$ cat config.mk
export PLATFORM = sky130hd
export DESIGN_NAME = xor_stream_decrypt
export DESIGN_NICKNAME = d
export VERILOG_FILES = /design/src/rtl/xor_cipher_pkg.sv /design/src/rtl/byte_fifo.sv /design/src/rtl/xor_stream_decrypt.sv
export SDC_FILE = /design/constraint.sdc
export NUM_CORES = 1
export LEC_CHECK = 0
export CORE_UTILIZATION = 55
export CTS_CLUSTER_SIZE = 14
export DETAILED_ROUTE_END_ITERATION = 16
export PLACE_DENSITY_LB_ADDON = 0.15
export RECOVER_POWER = 50
export SETUP_SLACK_MARGIN = 0.02
export SLEW_MARGIN = 30
export SYNTH_ARGS = -nofsm -noshare
export SYNTH_HDL_FRONTEND = slang
export SYNTH_HIERARCHICAL = 1
export SYNTH_SLANG_ARGS = --single-unit
$ cat constraint.sdc
create_clock -name clk -period 8.7 [get_ports clk]
set_input_delay 1.74 -clock clk [delete_from_list [all_inputs] [get_ports clk]]
set_output_delay 1.74 -clock clk [all_outputs]
set_load 0.05 [all_outputs]
$ cat src/rtl/xor_cipher_pkg.sv
// Shared definitions for the XOR cipher datapath: default frame and key
// sizes, the receive state encoding and the byte type.
package xor_cipher_pkg;

    localparam int KEY_SIZE_DEF = 32;
    localparam int MSG_SIZE_DEF = 512;

    typedef enum logic [1:0] {
        IDLE  = 2'd0,
        RECV  = 2'd1,
        CLOSE = 2'd2
    } state_e;

    typedef logic [7:0] byte_t;

endpackage

$ cat src/rtl/byte_fifo.sv
// Small synchronous byte FIFO. The head entry is read combinationally from
// storage so a byte is visible the cycle after it is written. A push while
// full is only accepted when a pop frees the slot on the same edge.
module byte_fifo
    import xor_cipher_pkg::*;
#(
    parameter int DEPTH = 4
) (
    input  logic  clk,
    input  logic  rst_n,
    input  logic  push,
    input  byte_t push_data,
    input  logic  pop,
    output byte_t head_data,
    output logic  full,
    output logic  empty
);

    localparam int AW = (DEPTH > 1) ? $clog2(DEPTH) : 1;

    byte_t          mem_reg [DEPTH];
    logic [AW-1:0]  wr_ptr_reg;
    logic [AW-1:0]  rd_ptr_reg;
    logic [AW:0]    count_reg;
    logic           pop_ok;
    logic           push_ok;

    assign full      = (count_reg == (AW+1)'(DEPTH));
    assign empty     = (count_reg == '0);
    assign pop_ok    = pop && !empty;
    assign push_ok   = push && (!full || pop_ok);
    assign head_data = mem_reg[rd_ptr_reg];

    // Storage write; entries are cleared on reset so the head reads 0.
    always_ff @(posedge clk or negedge rst_n) begin
        if (!rst_n) begin
            for (int i = 0; i < DEPTH; i++) begin
                mem_reg[i] <= '0;
            end
        end else if (push_ok) begin
            mem_reg[wr_ptr_reg] <= push_data;
        end
    end

    // Pointer and occupancy bookkeeping.
    always_ff @(posedge clk or negedge rst_n) begin
        if (!rst_n) begin
            wr_ptr_reg <= '0;
            rd_ptr_reg <= '0;
            count_reg  <= '0;
        end else begin
            if (push_ok) begin
                wr_ptr_reg <= (wr_ptr_reg == AW'(DEPTH-1)) ? '0 : wr_ptr_reg + 1'b1;
            end
            if (pop_ok) begin
                rd_ptr_reg <= (rd_ptr_reg == AW'(DEPTH-1)) ? '0 : rd_ptr_reg + 1'b1;
            end
            if (push_ok && !pop_ok) begin
                count_reg <= count_reg + 1'b1;
            end else if (pop_ok && !push_ok) begin
                count_reg <= count_reg - 1'b1;
            end
        end
    end

endmodule

$ cat src/rtl/xor_stream_decrypt.sv
// Receive side of the XOR cipher link: samples the framed serial ciphertext,
// strips the repeating key bit by bit, assembles plaintext bytes MSB-first
// and queues them for a valid/ready consumer. Frame errors (early/missing
// end, restart, FIFO overflow) are sticky until the next accepted start.
// Optional feature: define XOR_DEC_CHECKSUM_EN to add oChecksum, the XOR of
// every plaintext byte assembled in the current frame.
module xor_stream_decrypt
    import xor_cipher_pkg::*;
#(
    parameter int KEY_SIZE   = KEY_SIZE_DEF,
    parameter int MSG_SIZE   = MSG_SIZE_DEF,
    parameter int FIFO_DEPTH = 4
) (
    input  logic                clk,
    input  logic                rst_n,
    input  logic                iEn,
    input  logic [KEY_SIZE-1:0] iKey,
    input  logic                iKey_load,
    input  logic                iSerial_in,
    input  logic                iSerial_start,
    input  logic                iSerial_end,
    output logic [7:0]          oByte,
    output logic                oByte_valid,
    input  logic                iByte_ready,
    output logic                oFrame_done,
    output logic                oFrame_err,
`ifdef XOR_DEC_CHECKSUM_EN
    output logic [7:0]          oChecksum,
`endif
    output logic                oBusy
);

    localparam int BW = (MSG_SIZE > 1) ? $clog2(MSG_SIZE) : 1;
    localparam int KW = (KEY_SIZE > 1) ? $clog2(KEY_SIZE) : 1;

    state_e                state_reg,   state_next;
    logic [BW-1:0]         bit_cnt_reg, bit_cnt_next;
    logic [KW-1:0]         key_idx_reg, key_idx_next;
    logic [KEY_SIZE-1:0]   key_reg,     key_next;
    logic [6:0]            asm_reg,     asm_next;
    logic [2:0]            asm_cnt_reg, asm_cnt_next;
    logic                  err_reg,     err_next;
`ifdef XOR_DEC_CHECKSUM_EN
    byte_t                 cs_reg,      cs_next;
`endif

    logic                  take_bit;
    logic                  restart;
    logic [BW-1:0]         cur_bit;
    logic [KW-1:0]         cur_kidx;
    logic [6:0]            asm_base;
    logic [2:0]            cnt_base;
    logic                  plain_bit;
    byte_t                 byte_new;
    logic                  push;
    logic                  pop_ok;
    logic                  fifo_full;
    logic                  fifo_empty;

    assign oByte_valid = !fifo_empty;
    assign pop_ok      = oByte_valid && iByte_ready;
    assign oFrame_done = (state_reg == CLOSE);
    assign oBusy       = (state_reg == RECV);
    assign oFrame_err  = err_reg;
`ifdef XOR_DEC_CHECKSUM_EN
    assign oChecksum   = cs_reg;
`endif

    // Next-state logic: frame tracking, key stripping and byte assembly.
    always_comb begin
        state_next   = state_reg;
        bit_cnt_next = bit_cnt_reg;
        key_idx_next = key_idx_reg;
        key_next     = key_reg;
        asm_next     = asm_reg;
        asm_cnt_next = asm_cnt_reg;
        err_next     = err_reg;
`ifdef XOR_DEC_CHECKSUM_EN
        cs_next      = cs_reg;
`endif
        take_bit     = 1'b0;
        restart      = 1'b0;
        push         = 1'b0;

        case (state_reg)
            IDLE: begin
                if (iKey_load) begin
                    key_next = iKey;
                end
                if (iEn && iSerial_start) begin
                    take_bit = 1'b1;
                    restart  = 1'b1;
                    err_next = 1'b0;
                end
            end
            RECV: begin
                if (iEn) begin
                    take_bit = 1'b1;
                    if (iSerial_start) begin
                        restart  = 1'b1;
                        err_next = 1'b1;
                    end
                end
            end
            CLOSE: begin
                state_next = IDLE;
            end
            default: begin
                state_next = IDLE;
            end
        endcase

        // A (re)start treats the current bit as frame bit MSG_SIZE-1 with a
        // fresh key index and an empty assembler.
        cur_bit   = restart ? BW'(MSG_SIZE-1) : bit_cnt_reg;
        cur_kidx  = restart ? KW'(KEY_SIZE-1) : key_idx_reg;
        asm_base  = restart ? 7'd0 : asm_reg;
        cnt_base  = restart ? 3'd0 : asm_cnt_reg;
        plain_bit = iSerial_in ^ key_reg[cur_kidx];
        byte_new  = {asm_base, plain_bit};

        if (take_bit) begin
`ifdef XOR_DEC_CHECKSUM_EN
            if (restart) begin
                cs_next = '0;
            end
`endif
            asm_next     = byte_new[6:0];
            asm_cnt_next = cnt_base + 1'b1;
            if (cnt_base == 3'd7) begin
                push = 1'b1;
`ifdef XOR_DEC_CHECKSUM_EN
                cs_next = (restart ? 8'd0 : cs_reg) ^ byte_new;
`endif
            end
            key_idx_next = (cur_kidx == '0) ? KW'(KEY_SIZE-1) : cur_kidx - 1'b1;

            if (iSerial_end) begin
                state_next = CLOSE;
                if (cur_bit != '0) begin
                    // Early end: whatever sits in the assembler is dropped.
                    err_next     = 1'b1;
                    asm_next     = '0;
                    asm_cnt_next = '0;
                end
            end else if (cur_bit == '0) begin
                state_next = CLOSE;
                err_next   = 1'b1;
            end else begin
                state_next   = RECV;
                bit_cnt_next = cur_bit - 1'b1;
            end
        end

        // The serial link cannot be stalled, so a byte with no room is lost.
        if (push && fifo_full && !pop_ok) begin
            err_next = 1'b1;
        end
    end

    // State and datapath registers.
    always_ff @(posedge clk or negedge rst_n) begin
        if (!rst_n) begin
            state_reg   <= IDLE;
            bit_cnt_reg <= '0;
            key_idx_reg <= '0;
            key_reg     <= '0;
            asm_reg     <= '0;
            asm_cnt_reg <= '0;
            err_reg     <= 1'b0;
`ifdef XOR_DEC_CHECKSUM_EN
            cs_reg      <= '0;
`endif
        end else begin
            state_reg   <= state_next;
            bit_cnt_reg <= bit_cnt_next;
            key_idx_reg <= key_idx_next;
            key_reg     <= key_next;
            asm_reg     <= asm_next;
            asm_cnt_reg <= asm_cnt_next;
            err_reg     <= err_next;
`ifdef XOR_DEC_CHECKSUM_EN
            cs_reg      <= cs_next;
`endif
        end
    end

    byte_fifo #(
        .DEPTH (FIFO_DEPTH)
    ) u_fifo (
        .clk       (clk),
        .rst_n     (rst_n),
        .push      (push),
        .push_data (byte_new),
        .pop       (iByte_ready),
        .head_data (oByte),
        .full      (fifo_full),
        .empty     (fifo_empty)
    );

endmodule

# --- Word-level counts from Yosys, hierarchy flattened ---
# Index checks and enable logic that the tools add are counted.
# Widths: inputs -> output; s select.
totals:
  regBits: 98
  latch_bits: 0
  ramBits: 0
  romBits: 0
  input_bits: 40
  out_inout_bits: 12
  elab_cells: 101
  n_memories: 0
op_classes:
  add_sub_neg: 7
  multipliers: 0
  div: 0
  order_cmp: 4
  n_eq_ne: 7
  shifts: 0
  mux: 42
  bitwise_logic: 5
  n_reduce_logical: 22
op_table:
  columns: ["op", "count"]
  rows:
  - ["$bwmux 32", 1]
  - ["$mux 8", 3]
  - ["$mux 7", 3]
  - ["$bmux 8 s2", 1]
  - ["$demux 8 s2", 1]
  - ["$mux 1", 15]
  - ["$mux 3", 5]
  - ["$mux 2", 6]
  - ["$mux 5", 2]
  - ["$logic_not 9->1", 1]
  - ["$mux 9", 1]
  - ["$reduce_bool 9->1", 1]
  - ["$sub 9x1->9 const B", 1]
  - ["$logic_and 1x1->1", 8]
  - ["$add 3x1->3 const B", 2]
  - ["$eq 2x2->1 const B", 3]
  - ["$eq 3x3->1 const B", 2]
  - ["$ge 3x3->1 const B", 2]
  - ["$lt 5x6->1 const B", 1]
  - ["$not 2->3", 2]
  - ["$pmux 1 s2", 3]
  - ["$bmux 1 s5", 1]
  - ["$logic_not 5->1", 1]
  - ["$sub 5x1->5 const B", 1]
  - ["15 further kinds", 20]

# --- Longest topological paths before layout ---
# Gate-level depths: netlist of the first run.
logic_depth:
  word_depth: 12
  ltp_mapped: 14
  mapped_depth_nobuf: 13

# --- By module ---
# The synthesis of the first run kept the hierarchy.
by_module_without_submodules:
  columns: ["mod", "n_inst", "cells_each", "area_each_um2", "seq_area_each_um2"]
  rows:
  - ["xor_stream_decrypt", 1, 266, 2959.1, 1476.4]
  - ["byte_fifo", 1, 115, 1814.2, 975.9]

# --- Worst setup path after synthesis of the first run ---
# Ideal clock, no wire load.
synth_path:
  path_type: "input to register"
  startpoint: "input port iSerial_start"
  endpoint: "register bit_cnt_reg[0]"
  setup_ps: 125
  arrival_time_ps: 4053
  required_time_ps: 8575
  setup_slack_ps: 4522
  path_stages: 12
  path_buffers: 3
  path_cell_list: "and3b_1 > clkbuf_1 > buf_2 > nor2_1 > ha_1 > nor3b_1 > nand3_1 > or3_1 > ha_1 > and2_0 > clkbuf_1 > mux2_2"
synth_between:
  elab_chain_cells: 7
  word_cells_on_any_way: 11
  cone_classes: "add/sub (1); mux (6); bitwise (1); reduce/logical (3)"
synth_rtl:
  columns: ["element", "line_no", "source"]
  rows:
  - ["start: declaration", "xor_stream_decrypt.sv:20", "input logic iSerial_start,"]
  - ["branches (longest 7 deep; another with $sub 9x1->9)", null, null]
  - ["end signal: assignment", "xor_stream_decrypt.sv:176", "bit_cnt_reg <= bit_cnt_next;"]
  - ["end: declaration", "xor_stream_decrypt.sv:37", "logic [BW-1:0] bit_cnt_reg, bit_cnt_next;"]
# Parallel ways; which one is timed is not known.
# A chain may end at the register's enable or synchronous reset.

==> impl_metrics.ini, run 1 <==
[run_status]
status = complete, but fails checks
violations = capacitance limit, slew limit

[min_path]
whs_endpoint = bit_cnt_reg[7]$_DFFE_PN0P_
hp-class = reg2reg
hold_depth = 1
hp-start = bit_cnt_reg[7]$_DFFE_PN0P_

[route]
antenna_left = 0
drt-initial-drc-count = 161
wl_per_cell_um = 16.5
vias = 3050
drc_errors = 0
avgViaCountPerCell = 5.68
drt-pass1-iter-count = 4
wl_um = 8870

[floorplan]
die_h_um = 95.2
initial_utilization_pct = 57.5
fp-row-count = 33
io_pins = 52
die-area_um2 = 9060
coreArea_um2 = 8300
die_w_um = 95.2

[sta]
hold_viol = 0
post-route-min-period_ns = 5.76
max_slew.worst_pin.slew_ns = 3.15
setup_violations = 0
drv_slew = 134
max_freq_mhz = 174
max-slew-margin-rel_pct = -110
setup_tns_ns = 0
rsz0062_at_grt = no
finalClockSkew_ns = 0.00572
min_period_over_period_pct = 66.2

[global_routing]
grt-ovfl-total = 0
grt_antenna_before_repair = 0
grt_pass1_vias = 3151
grt_start_max_net_pins = 61
grt_pass1_wl_um = 15300
grt_usage_pct = 22.4

[place]
post-dp-hpwl_um = 6110
gp_congestion = 0.816
place_area_um2 = 5350
io_buffers = 51

[final_layout]
final_nets = 480
finalInstanceArea_um2 = 5520
layout-drive-gt1-share_pct = 25.0
n_antenna_cell = 0
areaGrowthSynthToFinish_pct = 15.7

[cts]
numCtsBuffers = 9
clockBufferDepth = 2
ctsHoldBuffers = 0
clock-sinks = 98
clk_latency_ns = 0.36
tritoncts = yes
clockRootBuffer = clkbuf_8
cts_setup_buffers = 0
cts_resized = 0
clkTransAtPathRegs_ns = 0.10
htreeDepth = 3

[critical_path]
crit_arrival_ns = 5.55
worstReg2RegStart = state_reg[1]$_DFFE_PN0P_
path_class = in2async
slowest_stage = clkbuf_1
path_max_fanout = 60
rr_worst_depth = 9
end_kind = async pin
required_ns = 8.49
r2r_slack_ns = 5.54
cp-start-kind = input pin
critPathBufInv = 2
cp_common_cell = clkbuf_1
worstReg2RegEnd = asm_reg[2]$_DFFE_PN0P_
worstPathCellList = clkbuf_1 -> clkbuf_1
cpPeakStageDelay_ns = 2.32
critPathTopFamily = buffers and inverters

[flow_run]
maxCapViolCount = 3

[yosys]
yosys.area.top_type = dfrtp_1
async_flop_share_pct = 100
ys_types = 47
synth_most_common_cell = dfrtp_1
ys_seq_elements = 98
syn_nets = 434
synth-warning-count = 6
synthTopCellsByArea = dfrtp_1, mux2_2, mux4_2
seq_area_frac_synth_pct = 51.4
syn-cell-area_um2 = 4770
syn-instance-count = 381
synth-edff-count = 0
ys.flop_type = dfrtp_1
yosysTopAreaCellShare_pct = 51.4
netlist_top_cells_count = dfrtp_1, mux2_2, nand2_1
syn_avg_cell_area_um2 = 12.5

[power_and_ir_drop]
powerDensity_nw_per_um2 = 224
max-vdd-ir-drop_v = 0.000146
power_leakage_nw = 2.41
-- layer usage --
metal / vias to the layer above / routed length (um) / GRT usage, %
met1: 1510 / 4270 / 31.2
met2: 68 / 4100 / 35.2
met5: - / 0 / 0
met4: 0 / 114 / 8.71
met3: 9 / 381 / 3.75
li1: 1463 / - / -
-- power breakdown --
group	internal [mW]	switching [mW]	total [mW]
sequential	0.530	0.111	0.642
combinational	0.178	0.133	0.311
clock	0.110	0.172	0.282
-- cell type report --
class	count	area [um2]
Multi-Input combinational cell	256	2210
Sequential cell	98	2450
Tap cell	105	131
Fill cell	647	2780
Inverter	9	33.8
Timing Repair Buffer	53	512
Clock buffer	9	124
Clock inverter	7	62.6
-- cells in the final DEF (no fill, tap or decap), types with 9 or more instances in the layout --
cell type,count
o21ai_0,18
ha_1,12
clkdlybuf4s50_1,47
and2_1,11
a22o_1,10
clkbuf_8,9
mux2_2,74
a21oi_1,11
nand2_1,24
nor2_1,21
mux4_2,10
inv_1,9
dfrtp_1,98
-- per-stage QoR --
stage | hold WS (ns) | power [mW] | setup WS, ns | std cells | util, %
finish | 0.485 | 1.24 | 2.94 | 537 | 66.5
detailed placement | 0.467 | 0.965 | 3.70 | 521 | 64.5
global placement | 0.457 | 0.950 | 3.84 | 521 | 64.5
global route | 0.513 | 1.31 | 1.96 | 537 | 66.5
CTS | 0.481 | 1.25 | 4.07 | 537 | 66.7
floorplan | 0.440 | 0.868 | 4.52 | 381 | -
-- worst max path at each step --
stage	start	endpoint	cells past startpoint
final	rst_n	key_reg[5]$_DFFE_PN0P_	2
after global routing	rst_n	u_fifo/mem_reg[0]$_DFFE_PN0P_	2
after CTS	iSerial_start	asm_reg[2]$_DFFE_PN0P_	10
after detailed placement	iSerial_start	asm_reg[2]$_DFFE_PN0P_	10
after global placement	iSerial_start	asm_reg[5]$_DFFE_PN0P_	10
after floorplan	iSerial_start	bit_cnt_reg[0]$_DFFE_PN0P_	12
-- cells by family after synthesis --
kind of cell / Yosys count / synth area share [%]
simple gates: 92 / 10.1
fa+ha+maj: 13 / 3.56
compound gates: 59 / 8.41
mux: 89 / 23.6
flops: 98 / 51.4
buf+inv: 27 / 2.39
xor+xnor: 3 / 0.551
No activity file was read; power rests on OpenSTA's default activity.
==> inputs of run 2 (changes only) <==
Settings changed: CORE_UTILIZATION 55 to 51.
Clock period 8.7 ns to 5.1 ns, I/O delays scaled along.
==> impl_metrics.ini, run 2 (synthesis results as in run 1) <==
[sta]
hold_viol = 0
max_slew.worst_pin.slew_ns = 2.72
post-route-min-period_ns = 3.94
drv_slew = 84
setup_tns_ns = 0
finalClockSkew_ns = 0.0104
rsz0062_at_grt = no
min_period_over_period_pct = 77.2
max-slew-margin-rel_pct = -81.5
setup_violations = 0
max_freq_mhz = 254

[cts]
clockBufferDepth = 2
htreeDepth = 3
clockRootBuffer = clkbuf_8
cts_resized = 0
numCtsBuffers = 9
tritoncts = yes
clkTransAtPathRegs_ns = 0.09
ctsHoldBuffers = 0
cts_setup_buffers = 0
clk_latency_ns = 0.37
clock-sinks = 98

[run_status]
status = complete, but fails checks
violations = capacitance limit, slew limit

[final_layout]
areaGrowthSynthToFinish_pct = 16.6
n_antenna_cell = 0
final_cell_mix = dfrtp_1, mux2_2, clkdlybuf4s50_1
final_util_pct = 62.6
final_nets = 483
fillers = 720
layout-drive-gt1-share_pct = 25.5
final_common_cell = dfrtp_1

[place]
post-dp-hpwl_um = 6300
gp_congestion = 0.752
io_buffers = 51

[critical_path]
worstPathCellList = dlygate4sd3_1 -> and3b_1 -> buf_4 -> nor2_1 -> ha_1 -> nor3b_1 -> nand3_1 -> or3_1 -> a21oi_1 -> and2_0 -> a22o_1
startpoint = iEn
critPathBufInv = 2
crit_arrival_ns = 4.24
cpPeakStageDelay_ns = 0.59
end_kind = register
r2r_slack_ns = 1.94
slowest_stage = dlygate4sd3_1
cp-start-kind = input pin
worstReg2RegEnd = asm_reg[2]$_DFFE_PN0P_
critPathTopFamily = simple AND/OR/NAND/NOR gates
worstReg2RegStart = state_reg[1]$_DFFE_PN0P_
crit_path_end = asm_reg[2]$_DFFE_PN0P_
rr_worst_depth = 10
path_class = in2reg
path_max_fanout = 16
cp.depth = 11
required_ns = 5.40

[route]
wl_per_cell_um = 16.5
avgViaCountPerCell = 5.64
drt-pass1-iter-count = 4
drt-initial-drc-count = 130
wl_um = 8940
vias = 3062
antenna_left = 0
drc_errors = 0

[floorplan]
coreArea_um2 = 8890
die_w_um = 98.7
io_pins = 52
fp-row-count = 34
die-area_um2 = 9750
initial_utilization_pct = 53.7
die_h_um = 98.7

[min_path]
hp-class = reg2reg
hold_depth = 1

[global_routing]
grt-ovfl-total = 0
grt_usage_pct = 20.6
grt_start_max_net_pins = 51
grt_antenna_before_repair = 0
grt_pass1_vias = 3304
grt_pass1_wl_um = 15800

[power_and_ir_drop]
max-vdd-ir-drop_v = 0.000171
powerDensity_nw_per_um2 = 384
power_leakage_nw = 2.43

[flow_run]
maxCapViolCount = 2
==> run 2: metal layers <==
layer  part of all wire [%]  track usage [%]
met5                      0                0
met4                    1.3             6.08
met3                    4.2             5.46
met2                     46             32.7
met1                     48             28.0
==> run 2: worst min-delay path by stage <==
stage / end / startpoint
after global placement: bit_cnt_reg[7]$_DFFE_PN0P_ / bit_cnt_reg[7]$_DFFE_PN0P_
after floorplan: bit_cnt_reg[7]$_DFFE_PN0P_ / bit_cnt_reg[7]$_DFFE_PN0P_
after global routing: bit_cnt_reg[7]$_DFFE_PN0P_ / bit_cnt_reg[7]$_DFFE_PN0P_
after CTS: bit_cnt_reg[7]$_DFFE_PN0P_ / bit_cnt_reg[7]$_DFFE_PN0P_
after detailed placement: bit_cnt_reg[7]$_DFFE_PN0P_ / bit_cnt_reg[7]$_DFFE_PN0P_
final: bit_cnt_reg[7]$_DFFE_PN0P_ / bit_cnt_reg[7]$_DFFE_PN0P_
==> run 2: power breakdown <==
group          total [mW]  switching (mW)  leakage, nW  internal [mW]
Clock               0.514           0.271       0.0962          0.243
Combinational       0.530           0.224         1.09          0.305
Sequential           1.09           0.190         1.24          0.905
Total                2.14           0.685         2.43           1.45
==> run 2: stage by stage <==
step	instances	power, mW	worst slack, ns	hold WS (ns)	cell area [um2]
floorplan	381	1.48	1.64	0.440	4770
global placement	527	1.62	1.00	0.463	5380
detailed placement	527	1.65	0.861	0.466	5380
CTS	543	2.16	1.22	0.481	5580
global route	543	2.27	0.554	0.522	5570
finish	543	2.14	1.16	0.481	5570
==> run 2: worst reg2reg max path, cell delays in order, from the launching register on <==
cell and delay (ns):
dfrtp_1 0.46, and3b_1 0.21, buf_4 0.18, nor2_1 0.14
ha_1 0.22, nor3b_1 0.38, nand3_1 0.19, or3_1 0.40
a21oi_1 0.38, and2_0 0.36, a22o_1 0.19
==> run 2: area by class of cell <==
type | count | area [um2] | share of cell area (%)
clock buffer | 11 | 141 | 2.54
clock inverter | 5 | 62.6 | 1.12
inverter | 9 | 33.8 | 0.607
multi-input combinational | 256 | 2210 | 39.6
sequential | 98 | 2450 | 44.0
tap | 108 | 135 | 2.43
timing repair buffer | 56 | 536 | 9.62
